`src/rtl/cv32e40p_mult_wb_buffer.sv`:
```
// Result FIFO between the multiplier/MAC unit and the writeback port.
// Holds completed results with their destination address and flags RAW hazards on pending writes.
module cv32e40p_mult_wb_buffer #(
    parameter int unsigned DEPTH = 2
) (
    input  logic                       clk,
    input  logic                       rst_n,
    input  logic                       in_valid_i,
    output logic                       in_ready_o,
    input  logic [31:0]                in_result_i,
    input  logic [5:0]                 in_waddr_i,
    output logic                       wb_valid_o,
    input  logic                       wb_ready_i,
    output logic [31:0]                wb_result_o,
    output logic [5:0]                 wb_waddr_o,
    input  logic                       flush_i,
    input  logic [5:0]                 hazard_raddr_a_i,
    input  logic [5:0]                 hazard_raddr_b_i,
    output logic                       hazard_o,
    output logic [$clog2(DEPTH):0]     count_o
);

    localparam int unsigned AW = $clog2(DEPTH);
    localparam int unsigned CW = AW + 1;
    localparam logic [CW-1:0] FULL_CNT = CW'(DEPTH);

    // A source address conflicts with a write only if it is a real register (x0 never stalls)
    function automatic logic addr_hit(input logic [5:0] raddr,
                                      input logic [5:0] waddr,
                                      input logic       valid);
        return valid && (raddr != 6'd0) && (raddr == waddr);
    endfunction

    logic [31:0]    result_mem_r [DEPTH];
    logic [5:0]     waddr_mem_r  [DEPTH];
    logic [AW-1:0]  wptr_r;
    logic [AW-1:0]  rptr_r;
    logic [CW-1:0]  cnt_r;

    logic           push_s;
    logic           pop_s;
    logic           in_hs_s;
    logic [DEPTH-1:0] entry_valid_s;
    logic           hazard_s;

    assign in_ready_o  = (cnt_r != FULL_CNT);
    assign wb_valid_o  = (cnt_r != {CW{1'b0}});
    assign wb_result_o = result_mem_r[rptr_r];
    assign wb_waddr_o  = waddr_mem_r[rptr_r];
    assign count_o     = cnt_r;
    assign hazard_o    = hazard_s;

    assign in_hs_s = in_valid_i & in_ready_o;
    assign push_s  = in_hs_s & ~flush_i;
    assign pop_s   = wb_valid_o & wb_ready_i & ~flush_i;

    // Slot i is occupied when its distance from the read pointer is below the occupancy
    always_comb begin
        entry_valid_s = '0;
        for (int i = 0; i < DEPTH; i++) begin
            entry_valid_s[i] = ({1'b0, AW'(AW'(i) - rptr_r)} < cnt_r);
        end
    end

    // Hazard: match against every pending entry and the result being accepted this cycle
    always_comb begin
        hazard_s = 1'b0;
        if (flush_i) begin
            hazard_s = 1'b0;
        end else begin
            hazard_s = addr_hit(hazard_raddr_a_i, in_waddr_i, in_hs_s) |
                       addr_hit(hazard_raddr_b_i, in_waddr_i, in_hs_s);
            for (int i = 0; i < DEPTH; i++) begin
                hazard_s = hazard_s |
                           addr_hit(hazard_raddr_a_i, waddr_mem_r[i], entry_valid_s[i]) |
                           addr_hit(hazard_raddr_b_i, waddr_mem_r[i], entry_valid_s[i]);
            end
        end
    end

    // Pointer, occupancy and storage update; flush leaves entry data untouched
    always_ff @(posedge clk or negedge rst_n) begin
        if (!rst_n) begin
            wptr_r <= '0;
            rptr_r <= '0;
            cnt_r  <= '0;
            for (int i = 0; i < DEPTH; i++) begin
                result_mem_r[i] <= 32'd0;
                waddr_mem_r[i]  <= 6'd0;
            end
        end else if (flush_i) begin
            wptr_r <= '0;
            rptr_r <= '0;
            cnt_r  <= '0;
        end else begin
            if (push_s) begin
                result_mem_r[wptr_r] <= in_result_i;
                waddr_mem_r[wptr_r]  <= in_waddr_i;
                wptr_r               <= wptr_r + AW'(1);
            end
            if (pop_s) begin
                rptr_r <= rptr_r + AW'(1);
            end
            case ({push_s, pop_s})
                2'b10:   cnt_r <= cnt_r + CW'(1);
                2'b01:   cnt_r <= cnt_r - CW'(1);
                default: cnt_r <= cnt_r;
            endcase
        end
    end

endmodule

```
`config.mk`:
```
export PLATFORM = sky130hd
export DESIGN_NAME = cv32e40p_mult_wb_buffer
export DESIGN_NICKNAME = d
export VERILOG_FILES = /design/src/rtl/cv32e40p_mult_wb_buffer.sv
export SDC_FILE = /design/constraint.sdc
export NUM_CORES = 1
export LEC_CHECK = 0
export BUFFER_PORTS_ARGS = -buffer_cell sky130_fd_sc_hd__buf_2
export CAP_MARGIN = 20
export CORE_UTILIZATION = 50
export DETAILED_ROUTE_END_ITERATION = 8
export HOLD_SLACK_MARGIN = 0.06
export PLACE_DENSITY_LB_ADDON = 0.1
export SLEW_MARGIN = 0
export SYNTH_ARGS = -nofsm -noshare
export SYNTH_HDL_FRONTEND = slang
export SYNTH_SLANG_ARGS = --single-unit
```
`constraint.sdc`:
```
create_clock -name clk -period 2.6 [get_ports clk]
set_clock_uncertainty 0.2 [all_clocks]
set_input_delay 0.39 -clock clk [delete_from_list [all_inputs] [get_ports clk]]
set_output_delay 0.39 -clock clk [all_outputs]
set_load 0.005 [all_outputs]
```
Yosys cells after proc, flatten, opt, wreduce, memory -nomap -nowiden
Index checks and enable logic that the tools add are counted.

storage, ports and cells
  logic and storage cells = 78
  output and inout port bits = 43
  flip-flop bits (word level) = 80
  input bits = 55

cells by class
  order comparisons = 5
  bitwise operators = 12
  equal/unequal tests = 9
  muxes and demuxes = 19
  reductions and logical operators = 20
  add/subtract/negate cells = 6

operator list
  operator               count
  $mux W32               4
  $bwmux W64             1
  $eq A6 B6 Y1           6
  $demux W32 S1          1
  $mux W6                4
  $logic_and A1 B1 Y1    13
  $bwmux W12             1
  $reduce_bool A6 Y1     2
  $demux W6 S1           1
  $reduce_bool A2 Y1     3
  $mux W1                5
  $or A1 B1 Y1           5
  $and A1 B1 Y1          4
  $ge A2 B2 Y1 const B   2
  $lt A1 B2 Y1           2
  $not A1 Y2             2
  $pmux W2 S2            1
  $reduce_bool A3 Y1     1
  $add A1 B1 Y1 const B  2
  $add A2 B1 Y2 const B  1
  $eq A2 B1 Y1 const B   1
  $eq A2 B2 Y1 const B   1
  $lt A2 B1 Y1 const B   1
  $mux W2                1
  5 further kinds        6

Depth between registers and ports, before layout
Gate-level depths: netlist of the first run.

  word-level depth = 10
  mapped depth = 7
  gate-level depth less buffers = 5

Least setup slack after synthesis of the first run
OpenSTA, ideal clock, no wires.

  path type = flip-flop to output port
  from = reg waddr_mem_r[3] (netlist name)
  to = out hazard_o
  data arrival time = 1.450 ns
  data required time = 2.010 ns
  slack = 0.560 ns
  cell stages (with the launch flop) = 6
  buffers on the path = 0
  path through = dfrtp_1 xor2_1 or4_1 nor4_2 o31ai_1 a21oi_1

on the way
  longest elaborated chain between the ends = 5
  elaborated cells between the ends (all ways) = 7
  those cells by class = 2 x eq/ne; 1 x mux; 2 x bitwise; 2 x reduce/logical

ends and longest elaborated chain
  what                              RTL line  RTL
  start: declaration                35        logic [5:0] waddr_mem_r [DEPTH];
  start signal: indexed assignment  98        waddr_mem_r[wptr_r] <= in_waddr_i;
  $eq A6 B6 Y1                      31        return valid && (raddr != 6'd0) && (raddr == waddr);
  $logic_and A1 B1 Y1               31
  $or A1 B1 Y1                      74        hazard_s = hazard_s |
  $or A1 B1 Y1 *                    75        addr_hit(hazard_raddr_a_i, waddr_mem_r[i], entry_valid_s[i]) |
  $mux W1 *                         68        if (flush_i) begin
  end: declaration                  19        output logic hazard_o,

Every way passes the cells marked *; elsewhere a longest branch is shown, timed or not.

Final worst setup path of the first run
Same ends and word-level chain as after synthesis.

==> impl_metrics.tcl, run 1 <==
set metrics [dict create \
    finalWirelength_microns 8400 \
    maximum_number_of_pins_on_one_net_before_global_route_repair 30 \
    top_level_ports 98 \
    timing.final.crit_share 0.978 \
    total_power_uw 3900 \
    grt_pass1_vias 2767 \
    max-cap-violations 0 \
    timing.critical_path.slowest_cell_delay_ns 0.53 \
    worst_setup_hold_path_clk_slew_ns 0.09 \
    first_pass_grt_wire_length_microns 13700 \
    io_buffer_count 97 \
    antenna_cells 0 \
    setup.worst_path.class "flip-flop to output port" \
    groute.usage.overall 0.209 \
    grt_remaining_overflow 0 \
    timing.setup.tns_ns 0 \
    setup.worst_path.start_class "flip-flop" \
    grt_setup_unrepaired "true" \
    initial_utilization 0.521 \
    result_of_the_run "finished clean" \
    summed_instance_area_of_the_synthesized_netlist_sq_um 4050 \
    yosys.cell_types.count 30 \
    fin_crit_ns 2.54 \
    drive_above_1_share 0.570 \
    fp.dieH_microns 92.0 \
    crit_slowest_cell "sky130_fd_sc_hd__or4_1" \
    final-hold-violation-count 0 \
    ff_latch_area_sq_um 2010 \
    synth_largest_type_area_fraction 0.495 \
    synth_flop_cell "sky130_fd_sc_hd__dfrtp_1" \
    tightest_slew_ns 0.394 \
    max_freq_ghz 0.393 \
    routed_antenna_nets 0 \
    total_clock_buffers_created_by_cts 9 \
    path_cells "xor2_1 -> or4_1 -> nor4_2 -> o31ai_1 -> a21oi_1 -> buf_2" \
    clk_path_buf_depth 2 \
    sequential_share_of_power 0.462 \
    synth_common_cells "sky130_fd_sc_hd__dfrtp_1, sky130_fd_sc_hd__mux2_2, sky130_fd_sc_hd__xnor2_1, sky130_fd_sc_hd__mux2_1, sky130_fd_sc_hd__mux2_4" \
    multi_input_area_sq_um 1960 \
    num-fill-cells 632 \
    hold_path_class "input port to flip-flop" \
    dp_hpwl_microns 5900 \
    drcViolationCount 0 \
    path_max_fanout 3 \
    clock_tree_from_tritoncts "done" \
    critPathArrivalTime_ns 1.95 \
    synth.top_cells.by_area "sky130_fd_sc_hd__dfrtp_1, sky130_fd_sc_hd__mux2_2, sky130_fd_sc_hd__mux2_4" \
    end_kind "output port" \
    clkSinkCount 80 \
    cts_max_level 3 \
    core_area_sq_um 7770 \
    dr.pass1.iters 4 \
    critPathRequiredTime_ns 2.01 \
    final_area_sq_um 4910 \
    fp.dieArea_sq_um 8460 \
    worstSkewPairLatency_ns 0.33 \
    routed_via_density 5.23 \
    cp_delay_by_family_top "simple AND/OR/NAND/NOR gates" \
    final_setup_violation_count 0 \
    synth.ff_latch_count 80 \
    ys.warnings.count 0 \
    drt_first_iter_violations 59 \
    detail_route.wl_per_cell_microns 16.7 \
    synth.yosys.seq_area_share 0.495 \
    timing.max_slew.rel_slack 0.738 \
    area_delta_synth_final_pct 21.2 \
    most_frequent_cell_after_synthesis "sky130_fd_sc_hd__dfrtp_1" \
    postSynthNetCount 342 \
    synthDominantAreaCellType "sky130_fd_sc_hd__dfrtp_1" \
    p_switching_uw 1070 \
    power.share.combinational 0.284 \
    synth-async-reset-ratio 1.00 \
    slew_violations 0 \
    synthesis.area_per_instance_sq_um 14.1 \
    post_synth_inst_count 287 \
    placed_cells_incl_taps 483 \
    root_buffer "sky130_fd_sc_hd__clkbuf_8" \
    core.rowCount 32 \
    place.gp.congestion 0.878 \
    final_net_count 452 \
    placedInstanceArea_sq_um 4650 \
    power_report.internal_total_uw 2830 \
    cp.buffers_inverters 1 \
    sw_frac_of_total 0.274 \
    post_layout_nonfiller_instances 504 \
    power-per-cell-area_nw_per_um2 794 \
    detailroute.via_count 2637 \
    synth_enable_flop_cells 0 \
    horizontal_die_dimension_microns 92.0 \
    power.ir.vdd_worst_uv 403 \
    power.clock.fraction 0.254 \
    p_leak_uw 0.00225 \
    antenna_found_initial 0 \
]
## cell families after synthesis
kind of cell	Yosys count	share of synthesized area
compound gates	8	0.0121
mux	115	0.338
buf+inv	13	0.0235
simple gates	33	0.0495
flops	80	0.495
xor+xnor	38	0.0822
## power groups by stage
stage / clock network [uW] / logic (uW) / registers [uW]
floorplan: 0 / 747 / 1760
global placement: 0 / 1070 / 1800
detailed placement: 0 / 1090 / 1820
CTS: 1000 / 1100 / 1800
global route: 1050 / 1210 / 1850
finish: 989 / 1110 / 1800
## flip-flops by register name, indices dropped and copies added (netlist names)
register	flops
rptr_r	1
wptr_r	1
waddr_mem_r	12
result_mem_r	64
count_o	2
## worst register-to-register path: cells and delay by family (launching register included)
kind | cells | cell delay, ns
mux | 1 | 0.39
simple gates | 4 | 0.45
flops | 1 | 0.42
buf+inv | 2 | 0.49
## per-stage QoR
stage                     utilization  hold slack (ns)  worst slack (ns)
after floorplan                     -           -0.106             0.560
after global placement          0.599            0.140             0.286
after detailed placement        0.599            0.145             0.282
after CTS                       0.627           0.0640           0.00779
after global routing            0.632           0.0690           -0.0445
final                           0.632           0.0787            0.0568
## path summary, 6_finish.rpt
path | slack (ns) | cells past startpoint | from | to
max reg2reg | 0.54 | 7 | count_o[0] | result_mem_r[10]
min in group asynchronous | 0.31 | 2 | rst_n | result_mem_r[58]
min | 0.08 | 2 | in_result_i[5] | result_mem_r[37]
max | 0.06 | 6 | waddr_mem_r[3] | hazard_o
min reg2reg | 0.28 | 1 | result_mem_r[35] | result_mem_r[35]
max in group asynchronous | 1.26 | 3 | rst_n | result_mem_r[18]
## layout by cell type (no fill, tap or decap), drive strengths merged
| cell | netlist | final |
|---|---|---|
| dfrtp | 80 | 80 |
| nand2 | 5 | 5 |
| bufinv | 0 | 2 |
| or4 | 1 | 1 |
| a21oi | 4 | 4 |
| mux2 | 114 | 114 |
| nand3b | 1 | 1 |
| or2 | 1 | 1 |
| buf | 12 | 110 |
| nand4 | 5 | 5 |
| xnor2 | 21 | 21 |
| a31oi | 1 | 1 |
| nor3b | 1 | 1 |
| clkinvlp | 0 | 1 |
| a211oi | 1 | 1 |
| nor3 | 1 | 1 |
| o31ai | 2 | 2 |
| nor2 | 8 | 8 |
| nand2b | 2 | 2 |
| dlygate4sd3 | 0 | 1 |
| clkbuf | 0 | 11 |
| clkinv | 0 | 2 |
| mux2i | 1 | 1 |
| inv | 1 | 1 |
| xor2 | 17 | 17 |
| nor4 | 8 | 8 |
## metal layers
layer  GRT usage  wire length (microns)  vias to the layer above
li1            -                      -                     1246
met1       0.294                   4040                     1315
met2       0.322                   3860                       71
met3      0.0531                    442                        5
met4      0.0586                     59                        0
met5           0                      0                        -
## area by class of cell
cell class / instances / area share
sequential: 80 / 0.409
multi-input combinational: 194 / 0.399
timing repair buffer: 111 / 0.121
clock buffer: 11 / 0.0268
tap: 102 / 0.0260
clock inverter: 5 / 0.0166
inverter: 1 / 0.000765
## timing repair
item / 4_1_cts / 5_1_grt
hold endpoints to repair: 26 / 0
setup endpoints to repair: 1 / 1
setup buffers: 0 / 4
gates cloned: 0 / 0
pin swaps: 1 / 0
hold buffers: 1 / 0
resized for setup: 1 / 2
Note: power is estimated with default switching activity, not from simulation.
==> run 2: changes to the inputs <==
==> constraint.sdc (replaced) <==
create_clock -name clk -period 2.4 [get_ports clk]
set_clock_uncertainty 0.2 [all_clocks]
set_input_delay 0.36 -clock clk [delete_from_list [all_inputs] [get_ports clk]]
set_output_delay 0.36 -clock clk [all_outputs]
set_load 0.005 [all_outputs]
==> run 2 against run 1 <==
The run now ends with negative setup slack left; cell count grew 6.2%; global-route usage grew 0.35 points; die area is the same; setup slack lost 0.19 ns; cell area grew 8.2%; register-to-register slack lost 0.13 ns; largest power group unchanged.
==> impl_metrics.tcl, run 2 (same netlist as run 1, synthesis figures left out) <==
set metrics [dict create \
    timing.max_slew.rel_slack 0.606 \
    timing.setup.tns_ns -0.130 \
    root_buffer "sky130_fd_sc_hd__clkbuf_8" \
    setup.worst_path.start_class "flip-flop" \
    power-per-cell-area_nw_per_um2 844 \
    placedInstanceArea_sq_um 4680 \
    grtUsageMet1 0.293 \
    dp_hpwl_microns 5710 \
    finalWirelength_microns 8380 \
    mostFrequentLayoutCells "sky130_fd_sc_hd__buf_2, sky130_fd_sc_hd__dfrtp_1, sky130_fd_sc_hd__mux2_2, sky130_fd_sc_hd__dlygate4sd3_1, sky130_fd_sc_hd__xnor2_1" \
    regToRegStartpoint "count_o[0]" \
    cts_max_level 3 \
    place.gp.congestion 0.874 \
    fin_crit_ns 2.53 \
    total_power_uw 4480 \
    worst_setup_hold_path_clk_slew_ns 0.08 \
    timing.reg2reg.setup_slack_ns 0.41 \
    power.ir.vdd_worst_uv 501 \
    p_leak_uw 0.00243 \
    drive_above_1_share 0.527 \
    flip_flop_count_of_the_largest_register_all_copies_and_words_added 64 \
    clk_path_buf_depth 2 \
    routed_via_density 5.15 \
    final-hold-violation-count 0 \
    initial_utilization 0.521 \
    drt_first_iter_violations 59 \
    core_area_sq_um 7770 \
    endpoint_of_the_worst_slack_reg_to_reg_timing_path "result_mem_r[31]" \
    fp.dieH_microns 92.0 \
    routed_antenna_nets 0 \
    final_net_count 483 \
    area_delta_synth_final_pct 31.1 \
    path_max_fanout 2 \
    utilization 0.683 \
    antenna_cells 0 \
    end_kind "output port" \
    hold_depth 2 \
    timing.final.crit_share 1.05 \
    final_common_cell "sky130_fd_sc_hd__buf_2" \
    global_route.peak_usage_layer "met2" \
    io_buffer_count 97 \
    worst_hold_startpoint "in_waddr_i[0]" \
    top_level_ports 98 \
    first_pass_grt_wire_length_microns 13900 \
    ff_latch_area_sq_um 2000 \
    hold_path_class "input port to flip-flop" \
    clock_tree_from_tritoncts "done" \
    worstSkewPairLatency_ns 0.34 \
    grt_use_met2 0.331 \
    dr.pass1.iters 4 \
    core.rowCount 32 \
    max-cap-violations 0 \
    final_setup_violation_count 1 \
    clkSinkCount 80 \
    max_freq_ghz 0.395 \
    multi_input_area_sq_um 1960 \
    setup.worst_path.class "flip-flop to output port" \
    slew_violations 0 \
    preCtsSetupSlack_ns 0.127 \
    registers.top_by_ff_count "result_mem_r" \
    maximum_number_of_pins_on_one_net_before_global_route_repair 46 \
    grt_setup_unrepaired "true" \
    final_area_sq_um 5310 \
    groute.usage.overall 0.213 \
    result_of_the_run "complete, but fails checks" \
    drcViolationCount 0 \
    whs_endpoint "waddr_mem_r[6]" \
    reg2reg_depth 7 \
    detail_route.wl_per_cell_microns 15.7 \
    num-fill-cells 594 \
    grt_pass1_vias 2828 \
    horizontal_die_dimension_microns 92.0 \
    violations "negative setup slack" \
    fp.dieArea_sq_um 8460 \
    detailroute.via_count 2755 \
    antenna_found_initial 0 \
    critPathArrivalTime_ns 1.97 \
    grt_util_met3 0.0415 \
    tightest_slew_ns 0.591 \
    critPathRequiredTime_ns 1.84 \
    total_clock_buffers_created_by_cts 9 \
    grt_remaining_overflow 0 \
    postLayoutSetupSlackWorst_ns -0.130 \
]
[run 2: timing repair]
action / 4_1_cts / 5_1_grt
pin swaps: 1 / 0
endpoints found under the setup margin: 1 / 1
setup buffers: 1 / 3
resized for setup: 1 / 0
hold buffers: 33 / 0
hold endpoints to repair: 107 / 0
[run 2: critical path: stages, from the launching register on]
cell and delay, ns:
sky130_fd_sc_hd__dfrtp_1 0.41, sky130_fd_sc_hd__xor2_1 0.15, sky130_fd_sc_hd__or4_1 0.53, sky130_fd_sc_hd__nor4_2 0.15, sky130_fd_sc_hd__o31ai_1 0.11, sky130_fd_sc_hd__a21oi_1 0.14
sky130_fd_sc_hd__buf_2 0.13
[run 2: area by class of cell]
cell class	count	share of cell area
multi-input cells	194	0.369
flip-flops and latches	80	0.378
clock buffers	9	0.0233
well taps	102	0.0240
clock inverters	7	0.0269
repair buffers	142	0.178
inverters	1	0.000707
[run 2: worst max path at each step]
| stage | startpoint | to | slack [ns] | cells past startpoint |
|---|---|---|---|---|
| global placement | hazard_raddr_b_i[3] | hazard_o | 0.15 | 7 |
| detailed placement | hazard_raddr_b_i[3] | hazard_o | 0.13 | 7 |
| finish | waddr_mem_r[3] | hazard_o | -0.13 | 6 |
| global route | waddr_mem_r[3] | hazard_o | -0.22 | 6 |
| CTS | waddr_mem_r[3] | hazard_o | -0.14 | 6 |
| floorplan | waddr_mem_r[3] | hazard_o | 0.39 | 5 |
[run 2: routing by layer]
layer | vias to the layer above | share of wire
met1 | 1369 | 0.47
li1 | 1310 | -
met2 | 70 | 0.47
met5 | - | 0
met3 | 6 | 0.045
met4 | 0 | 0.0089
[run 2: where the power goes]
part | switching (uW) | leakage [uW] | internal (uW)
combinational | 445 | 0.00134 | 795
sequential | 230 | 0.000953 | 1720
clock | 492 | 0.000134 | 800
total | 1170 | 0.00243 | 3310
[run 2: per-stage QoR]
step	hold slack (ns)	std cells
global placement	0.199	482
CTS	0.0888	532
floorplan	-0.136	287
global route	0.108	535
detailed placement	0.203	482
finish	0.103	535
==> run 3: changes to the inputs <==
--- a/config.mk
+++ b/config.mk
@@ -7,7 +7,9 @@
 export LEC_CHECK = 0
 export BUFFER_PORTS_ARGS = -buffer_cell sky130_fd_sc_hd__buf_2
 export CAP_MARGIN = 20
-export CORE_UTILIZATION = 50
+export CELL_PAD_IN_SITES_DETAIL_PLACEMENT = 1
+export CELL_PAD_IN_SITES_GLOBAL_PLACEMENT = 2
+export CORE_UTILIZATION = 36
 export DETAILED_ROUTE_END_ITERATION = 8
 export HOLD_SLACK_MARGIN = 0.06
 export PLACE_DENSITY_LB_ADDON = 0.1
==> run 3 against run 2 <==
Global-route usage is 3.4 points lower; die area up 38%; first-iteration DRC count increased by 29%; critical path type unchanged; sequential power about the same; total power decreased by 4.5%; via count about the same; sequential share of layout area about the same; clock power fell by 16%; cell count increased by 6.7%; hold slack gained 0.0043 ns; combinational power hardly changed; the flow still finishes with violations (negative setup slack); non-clock buffer count is 2 lower; critical endpoint unchanged.
==> impl_metrics.tcl, run 3 (same netlist as run 1, synthesis figures left out) <==
set metrics [dict create \
    postLayoutSetupSlackWorst_ns -0.0801 \
    first_pass_grt_wire_length_microns 15800 \
    ff_latch_area_sq_um 2000 \
    critPathArrivalTime_ns 1.92 \
    fin_crit_ns 2.48 \
    grt_remaining_overflow 0 \
    setup.worst_path.class "flip-flop to output port" \
    postCtsResizedCells 0 \
    clk_path_buf_depth 2 \
    preCtsSetupSlack_ns 0.132 \
    setup.worst_path.start_class "flip-flop" \
    dp_hpwl_microns 6620 \
    flip_flop_count_of_the_largest_register_all_copies_and_words_added 64 \
    fp.dieArea_sq_um 11700 \
    final-hold-violation-count 0 \
    result_of_the_run "complete, but fails checks" \
    horizontal_die_dimension_microns 108 \
    slew_violations 0 \
    path_cells "xor2_1 -> or4_1 -> nor4_2 -> o31ai_1 -> a21oi_1 -> buf_2" \
    total_clock_buffers_created_by_cts 9 \
    hold_path_class "input port to flip-flop" \
    worstSkewPairLatency_ns 0.34 \
    core_area_sq_um 10900 \
    tightest_slew_ns 0.455 \
    antenna_cells 0 \
    timing.setup.tns_ns -0.0801 \
    timing.critical_path.slowest_cell_delay_ns 0.53 \
    cts_max_level 3 \
    fp.dieH_microns 108 \
    drcViolationCount 0 \
    dr.pass1.iters 4 \
    timing.final.crit_share 1.03 \
    final_area_sq_um 5300 \
    initial_utilization 0.372 \
    grt_setup_unrepaired "true" \
    placed_cells_incl_taps 521 \
    max-cap-violations 0 \
    multi_input_area_sq_um 1960 \
    power.ir.vdd_worst_uv 322 \
    path_max_fanout 2 \
    clock_tree_from_tritoncts "done" \
    io_buffer_count 97 \
    antenna_found_initial 0 \
    final_net_count 481 \
    p_leak_uw 0.00239 \
    power-per-cell-area_nw_per_um2 808 \
    total_power_uw 4280 \
    root_buffer "sky130_fd_sc_hd__clkbuf_8" \
    final_setup_violation_count 1 \
    top_level_ports 98 \
    timing.max_slew.rel_slack 0.697 \
    place.gp.congestion 0.838 \
    drt_first_iter_violations 76 \
    detail_route.wl_per_cell_microns 16.7 \
    cp.buffers_inverters 1 \
    worst_setup_hold_path_clk_slew_ns 0.08 \
    clkSinkCount 80 \
    core.rowCount 38 \
    placedInstanceArea_sq_um 4750 \
    violations "negative setup slack" \
    routed_via_density 4.83 \
    registers.top_by_ff_count "result_mem_r" \
    maximum_number_of_pins_on_one_net_before_global_route_repair 49 \
    critPathRequiredTime_ns 1.84 \
    cp_delay_by_family_top "simple AND/OR/NAND/NOR gates" \
    groute.usage.overall 0.179 \
    mostFrequentLayoutCells "sky130_fd_sc_hd__buf_2, sky130_fd_sc_hd__dfrtp_1, sky130_fd_sc_hd__mux2_2, sky130_fd_sc_hd__dlygate4sd3_1, sky130_fd_sc_hd__xnor2_1" \
    num-fill-cells 1157 \
    finalWirelength_microns 9550 \
    crit_slowest_cell "sky130_fd_sc_hd__or4_1" \
    detailroute.via_count 2756 \
    grt_pass1_vias 3125 \
    area_delta_synth_final_pct 30.9 \
    final_common_cell "sky130_fd_sc_hd__buf_2" \
    drive_above_1_share 0.517 \
    max_freq_ghz 0.403 \
    end_kind "output port" \
    post_layout_nonfiller_instances 571 \
    routed_antenna_nets 0 \
]
## run 3: cell types whose count changed in the layout (fill, tap and decap cells not counted), sizes merged
cell and delta:
inv -1, bufinv -2, clkinvlp +1, clkbuf +2, buf -2
## run 3: timing repair
item                                    in CTS  in global routing
pin swaps                                    1                  1
endpoints found under the setup margin       1                  1
buffers inserted                             1                  0
gates cloned                                 0                  0
hold endpoints to repair                    96                  0
hold buffers                                33                  0
## run 3: path summary, 6_finish.rpt
| check | start | endpoint | slack, ns | cells past startpoint |
|---|---|---|---|---|
| max | waddr_mem_r[3] | hazard_o | -0.08 | 6 |
| min | flush_i | rptr_r | 0.11 | 2 |
| max reg2reg | count_o[0] | result_mem_r[54] | 0.43 | 6 |
| min reg2reg | result_mem_r[38] | result_mem_r[38] | 0.29 | 1 |
| max in group asynchronous | rst_n | result_mem_r[35] | 1.09 | 3 |
| min in group asynchronous | rst_n | waddr_mem_r[6] | 0.28 | 2 |
## run 3: layer usage
| layer | vias to the layer above | wire length (microns) | GRT usage | part of all wire |
|---|---|---|---|---|
| met1 | 1385 | 4290 | 0.232 | 0.45 |
| met3 | 10 | 485 | 0.0464 | 0.051 |
| li1 | 1299 | - | - | - |
| met5 | - | 0 | 0 | 0 |
| met4 | 0 | 112 | 0.0626 | 0.012 |
| met2 | 62 | 4660 | 0.288 | 0.49 |
## run 3: worst register-to-register path, cell delays in order (launching register included)
cell and delay [ns]:
sky130_fd_sc_hd__dfrtp_1 0.36, sky130_fd_sc_hd__buf_4 0.15, sky130_fd_sc_hd__nand2b_2 0.16, sky130_fd_sc_hd__nand2_4 0.09
sky130_fd_sc_hd__nor3_4 0.18, sky130_fd_sc_hd__buf_4 0.32, sky130_fd_sc_hd__mux2_2 0.39
## run 3: layout make-up
class,instances,share of cell area
Timing Repair Buffer,140,0.178
Sequential cell,80,0.378
Clock inverter,5,0.0154
Multi-Input combinational cell,194,0.370
Clock buffer,11,0.0248
Tap cell,140,0.0331
Inverter,1,0.000709
## run 3: stage by stage
stage,hold slack (ns),utilization
6_report,0.108,0.487
5_1_grt,0.0890,0.487
4_1_cts,0.0808,0.487
3_5_place_dp,0.134,0.436
3_3_place_gp,0.136,0.436
2_1_floorplan,-0.136,-
## run 3: power breakdown
group / leakage, uW / internal (uW) / switching, uW / total, uW
combinational: 0.00134 / 790 / 458 / 1250
clock: 0.000104 / 587 / 494 / 1080
sequential: 0.000954 / 1720 / 230 / 1950
total: 0.00239 / 3100 / 1180 / 4280
